**config.mk**
```make
export PLATFORM = sky130hd
export DESIGN_NAME = cr_time_reg_bank
export DESIGN_NICKNAME = d
export VERILOG_FILES = /design/src/rtl/cr_time_reg_bank.sv
export SDC_FILE = /design/constraint.sdc
export NUM_CORES = 1
export LEC_CHECK = 0
export ABC_AREA = 1
export BUFFER_PORTS_ARGS = -buffer_cell sky130_fd_sc_hd__buf_2
export CORE_MARGIN = 5
export CORE_UTILIZATION = 48
export CTS_BUF_LIST = sky130_fd_sc_hd__clkbuf_4 sky130_fd_sc_hd__clkbuf_8 sky130_fd_sc_hd__clkbuf_16
export DETAILED_ROUTE_END_ITERATION = 16
export PLACE_DENSITY_LB_ADDON = 0.05
export SLEW_MARGIN = 0
export SYNTH_ARGS = -nofsm -noshare
export SYNTH_HDL_FRONTEND = slang
export SYNTH_SLANG_ARGS = --single-unit
```
**constraint.sdc**
```tcl
create_clock -name clk -period 1.05 [get_ports clk]
set_input_delay 0.21 -clock clk [delete_from_list [all_inputs] [get_ports clk]]
set_output_delay 0.21 -clock clk [all_outputs]
set_load 0.05 [all_outputs]
```
**src/rtl/cr_time_reg_bank.sv**
```systemverilog
// Staged/committed bank of time-field registers feeding the display path.
// Optional build macro BCD_CHECK_EN adds BCD-digit and per-channel limit checks on writes.
module cr_time_reg_bank #(
  parameter int WIDTH    = 8,
  parameter int CHANNELS = 3,
  parameter int AW       = 2,
  parameter logic [CHANNELS*WIDTH-1:0] LIMITS = {8'h23, 8'h59, 8'h59}
) (
  input  logic                      clk,
  input  logic                      reset,
  input  logic                      wr_en,
  input  logic [AW-1:0]             wr_addr,
  input  logic [WIDTH-1:0]          wr_data,
  input  logic                      commit,
  input  logic                      clear,
  output logic [CHANNELS*WIDTH-1:0] dato_out,
  output logic [CHANNELS-1:0]       stage_mask,
  output logic                      commit_ack,
  output logic                      wr_err
);

  logic [CHANNELS*WIDTH-1:0] r_stage;
  logic [CHANNELS*WIDTH-1:0] r_dato;
  logic [CHANNELS-1:0]       r_mask;
  logic                      r_commit_ack;
  logic                      r_wr_err;

  logic w_addr_ok;
  logic w_val_ok;
  logic w_wr_ok;
  logic w_wr_rej;

  // Widen by one bit so CHANNELS == 2**AW still compares correctly.
  assign w_addr_ok = ({1'b0, wr_addr} < (AW+1)'(CHANNELS));

`ifdef BCD_CHECK_EN
  logic [WIDTH-1:0] w_lim;

  function automatic logic f_bcd_ok(input logic [WIDTH-1:0] d);
    logic ok;
    ok = 1'b1;
    for (int n = 0; n < WIDTH/4; n++)
      if (d[n*4 +: 4] > 4'd9) ok = 1'b0;
    return ok;
  endfunction

  always_comb begin
    w_lim = '0;
    for (int i = 0; i < CHANNELS; i++)
      if (wr_addr == AW'(i)) w_lim = LIMITS[i*WIDTH +: WIDTH];
  end

  assign w_val_ok = f_bcd_ok(wr_data) && (wr_data <= w_lim);
`else
  assign w_val_ok = 1'b1;
`endif

  assign w_wr_ok  = wr_en & w_addr_ok & w_val_ok;
  assign w_wr_rej = wr_en & ~(w_addr_ok & w_val_ok);

  always_ff @(posedge clk) begin
    if (reset) begin
      r_stage      <= '0;
      r_dato       <= '0;
      r_mask       <= '0;
      r_commit_ack <= 1'b0;
      r_wr_err     <= 1'b0;
    end else begin
      r_commit_ack <= 1'b0;
      r_wr_err     <= 1'b0;
      if (clear) begin
        r_stage <= '0;
        r_mask  <= '0;
      end else begin
        r_wr_err <= w_wr_rej;
        for (int i = 0; i < CHANNELS; i++) begin
          if (w_wr_ok && (wr_addr == AW'(i))) begin
            r_stage[i*WIDTH +: WIDTH] <= wr_data;
            if (!commit) r_mask[i] <= 1'b1;
          end
        end
        if (commit) begin
          // A same-cycle accepted write bypasses staging straight into the commit.
          for (int i = 0; i < CHANNELS; i++) begin
            if (w_wr_ok && (wr_addr == AW'(i)))
              r_dato[i*WIDTH +: WIDTH] <= wr_data;
            else if (r_mask[i])
              r_dato[i*WIDTH +: WIDTH] <= r_stage[i*WIDTH +: WIDTH];
          end
          r_mask       <= '0;
          r_commit_ack <= 1'b1;
        end
      end
    end
  end

  assign dato_out   = r_dato;
  assign stage_mask = r_mask;
  assign commit_ack = r_commit_ack;
  assign wr_err     = r_wr_err;

endmodule

```
# After elaboration in Yosys (flattened, before gate mapping)
# Index checks and enable logic that the tools add are counted.
# W data, S select, Z words.
word_totals:
  ff_bits: 53
  input_bits: 15
  output_inout_bits: 29
  elab_cells: 37
classes:
  order_cmp: 1
  n_eq_ne: 2
  n_mux: 7
  bitwise: 4
  reduce_logical: 12
op_table:
  columns: ["cell", "count"]
  rows:
  - ["$mux W8", 6]
  - ["$reduce_and A3 Y1", 3]
  - ["$reduce_bool A2 Y1", 3]
  - ["$logic_and A1 B1 Y1", 3]
  - ["$reduce_or A3 Y1", 1]
  - ["$and A1 B1 Y1", 2]
  - ["$eq A2 B1 Y1 const B", 1]
  - ["$eq A2 B2 Y1 const B", 1]
  - ["$logic_not A2 Y1", 1]
  - ["$lt A2 B2 Y1 const B", 1]
  - ["$not A1 Y1", 2]
  - ["$reduce_or A2 Y1", 1]
  - ["$mux W1", 1]

# Logic depth before layout (Yosys ltp)
logic_depth:
  ltp_word: 5
  mapped_depth: 9
  ltp_nobuf: 7

# Worst setup path after synthesis
# No wires, ideal clock.
synth_path:
  path_kind: "register to register"
  start: "register r_mask[1] (netlist: stage_mask[1])"
  end: "register r_dato[10] (netlist: dato_out[10])"
  setup_ps: 114
  arrival_time_ps: 1281
  required_time_ps: 936
  slack_ps: -345
  path_stages_with_launch: 7
  path_buffers: 1
  synth_period_minus_slack_ps: 1395
  cell_sequence: "dfxtp_1 -> inv_1 -> a21oi_4 -> buf_6 -> nand2_1 -> nand2_1 -> nor2_1"
synth_between:
  elab_chain_cells: 2
synth_rtl:
  columns: ["element", "line_no", "text"]
  rows:
  - ["from (decl)", "24", "logic [CHANNELS-1:0] r_mask;"]
  - ["from (signal assigned)", "65", "r_mask <= '0;"]
  - ["from (signal assigned)", "73", "r_mask <= '0;"]
  - ["from (signal, indexed assignment)", "79", "if (!commit) r_mask[i] <= 1'b1;"]
  - ["$reduce_bool A2 Y1 (no line)", null, null]
  - ["$reduce_and A3 Y1 (no line)", null, null]
  - ["to (signal, indexed assignment)", "86", "r_dato[i*WIDTH +: WIDTH] <= wr_data;"]
  - ["to (signal, indexed assignment)", "88", "r_dato[i*WIDTH +: WIDTH] <= r_stage[i*WIDTH +: WIDTH];"]
  - ["to (decl)", "23", "logic [CHANNELS*WIDTH-1:0] r_dato;"]
# Every way passes these cells.
# A chain may end at the register's enable or synchronous reset.

# Final worst setup path
layout_path:
  start: "register r_dato[15] (netlist: dato_out[15])"
  end: "output dato_out[15]"
layout_rtl:
  columns: ["element", "line_no", "text"]
  rows:
  - ["to (decl)", "16", "output logic [CHANNELS*WIDTH-1:0] dato_out,"]
# No word-level cell between the ends.

==> key figures <==
Run status
  • Status: completed

Detailed routing
  • Avg WL per Cell: roughly 11 µm
  • Pre-Repair DR Iteration Count: 4
  • ANT nets after route: 0
  • Vias per cell: 4.56
  • Final routed DRC violation total: 0
  • Via count: approximately 1900
  • Routed WL: 4.74 mm
  • Initial DRC count: 108

Power
  • Static leakage: about 1.4 nW
  • Power Density: 1310 mW/mm²
  • Power share of the combinational group: 0.142
  • Sequential share of power: 0.524
  • Peak VDD IR: 0.000977 V
  • Internal power: 2.95 mW
  • Switching part of the total: 0.256
  • Overall Power: 3.97 mW
  • Clock power share: 0.334
  • NetSw: around 1.0 mW

Critical path
  • CP Launch Point: dato_out[15]
  • Slowest stage delay, CP: 370 ps
  • Crit start category: flop
  • WS Path Type: flop to primary output
  • CP max FO: 2
  • Cells along the critical path: buf_8
  • CP required: 840 ps
  • Crit path max-delay cell type: dfxtp_2
  • Largest delay share family, worst path: flip-flops
  • Worst path buffer plus inverter count: 1
  • CP Capture Type: primary output
  • Origin of the critical flop-to-flop path: stage_mask[1]
  • Arr. time, crit path: 820 ps

Floorplan
  • Starting Density: 0.499
  • Die Wd: 77.7 µm
  • Die Y: 77.7 µm
  • Core area: ~0.0044 mm²
  • Num ports: 44
  • DIE AREA: 0.00604 mm²
  • Row cnt: 24

Layout
  • Ant diodes: 0
  • Final layout net count: slightly below 400
  • Layout cell share with drive strength beyond 1: 0.298
  • Area grow syn2layout: 37.3%
  • Filler cell count: 414
  • Post-Layout Cell Count: 425

Yosys
  • Syn Std Cell Area: 0.00220 mm²
  • Register area share after synthesis: 0.482
  • FF+latch count, synth: 53
  • Cells after synthesis: 314
  • Dominant cell type by area after synthesis: dfxtp_1
  • Mapped Avg Cell Area: 7.01 µm²
  • Post-synth top area share: 0.482
  • Mapped Nets: 329
  • Synth area leaders: dfxtp_1, nand2_1, nor2_1, inv_1, nand3_1
  • Distinct cells, synth: 18
  • Yosys warning count: 0

Timing
  • Setup WS post-layout: 19.8 ps
  • Worst slew margin relative to its limit: 0.794
  • Final setup fails: 0
  • Max Slew Vio Count: 0
  • RSZ-0062 raised after global routing: true
  • Fin Clk Skew: roughly 2.8 ps
  • Hold Vio Cnt, Final: 0
  • Minimum clock period: slightly above 1000 ps
  • Max Fclk: 0.971 GHz
  • Final period util: 0.981
  • Actual slew at the worst max-slew pin: between 300 and 400 ps

Clocking
  • Clock Path Buffers: 2
  • CTS tree: yes
  • Cts hold-fix bufs: 0
  • Clk slew on worst S/H paths: roughly 90 ps
  • Htree depth: 2
  • Worst skew pair latency: 300 ps
  • Sink Count: 53
  • Root buf cell: clkbuf_8
  • Total CTS buffers: 5

GRT
  • Initial antenna violation count: 0
  • Largest net degree at the start of global routing: 25
  • First-pass GRT wire length: between 8 and 9 mm
  • All-Layer GR Usage: 0.169
  • GR Overflow Total: 0
  • Vias in the first global route: 1812

Place
  • Post-detail-place hpwl: approximately 3.4 mm
  • Global placer's final weighted congestion: 0.754
  • Place WS: -163 ps
  • IO buf count: 43
  • Inst Count DP: roughly 420

Worst hold path
  • Worst Hold Class: primary input to flop
  • Min-delay src: reset

Job
  • Max-Cap Viols: 0
[area by class of cell]
| cell class | instances | area [µm²] | area share |
|---|---|---|---|
| timing repair buffer | 62 | 659 | 0.218 |
| clock inverter | 1 | 7.51 | 0.00248 |
| tap | 52 | 65.1 | 0.0215 |
| multi-input combinational | 209 | 903 | 0.299 |
| sequential | 53 | 1100 | 0.364 |
| inverter | 41 | 178 | 0.0588 |
| clock buffer | 7 | 108 | 0.0356 |
[through the flow]
stage               utilization  setup TNS (ps)  cell area [µm²]  hold WS, ps
finish                    0.685               0             3020          231
global route              0.685           -42.2             3020          240
CTS                       0.667               0             2940          227
detailed placement        0.601           -4070             2650          453
global placement          0.601           -3790             2650          443
floorplan                     -            -142             2250          315
[cells in the mapped netlist]
master and count:
nand2_1 106, nor2_1 74, dfxtp_1 53, inv_1 38, nand3_1 16, buf_6 4, a21oi_1 3, a21oi_4 3
buf_4 3, nand3_4 3, buf_1 2, clkbuf_1 2, inv_2 2, clkinv_1 1, nor2_2 1, nor2_4 1
nor3_1 1, or2_4 1
[what timing repair did]
action,4_1_cts,5_1_grt
setup endpoints to repair,29,26
setup buffers,0,0
gates resized for setup,59,34
[cell families (layout without fill, tap and decap cells)]
kind of cell	Yosys count	count (layout)	synth area share
and+or+nand+nor	203	203	0.381
DFF	53	53	0.482
buffers and inverters	52	111	0.107
AOI/OAI and AO/OA	6	6	0.0290
[worst reg2reg max path: cells and delay by family, from the launching register on]
kind / cells / cell delay, ps
simple gates: 3 / 170
buf+inv: 2 / 200
compound gates: 1 / 130
flops: 1 / 370
[registers in the layout, indices dropped and copies added, names as in the netlist]
name,flops
stage_mask,3
r_stage,24
commit_ack,1
dato_out,24
wr_err,1
[layout by cell type (no fill, tap or decap)]
master,n
clkbuf_16,1
clkbuf_8,6
inv_8,1
clkinvlp_4,1
buf_8,12
nor2_2,1
nand3_1,16
nor2_4,1
a21oi_1,3
buf_6,17
dfxtp_4,3
clkinv_1,1
buf_2,14
a21oi_4,3
inv_1,34
dfxtp_1,27
inv_2,4
buf_12,6
inv_16,1
nor2_1,74
nand3_4,3
nand2_1,106
nor3_1,1
buf_4,13
dfxtp_2,23
or2_4,1
[layer usage]
| metal | vias up | routed length [µm] | track usage |
|---|---|---|---|
| met5 | - | 0 | 0 |
| met4 | 0 | 66 | 0.0567 |
| met3 | 6 | 194 | 0.0428 |
| met2 | 35 | 2370 | 0.278 |
| met1 | 856 | 2110 | 0.215 |
| li1 | 1040 | - | - |
[power by group through the flow]
stage / sequential (mW) / combinational (mW) / clock (mW)
after floorplan: 2.21 / 0.265 / 0
after global placement: 2.11 / 0.521 / 0
after detailed placement: 2.11 / 0.524 / 0
after CTS: 2.07 / 0.558 / 1.38
after global routing: 2.09 / 0.619 / 1.47
final: 2.08 / 0.563 / 1.33
[worst paths after layout]
kind | slack, ps | cells after the start | end
worst max-delay path | 20 | 1 | dato_out[15]
worst max register to register | 100 | 6 | dato_out[11]
worst min-delay path | 230 | 4 | stage_mask[1]
worst min register to register | 480 | 2 | dato_out[21]
Note: power is estimated with default switching activity, not from simulation.
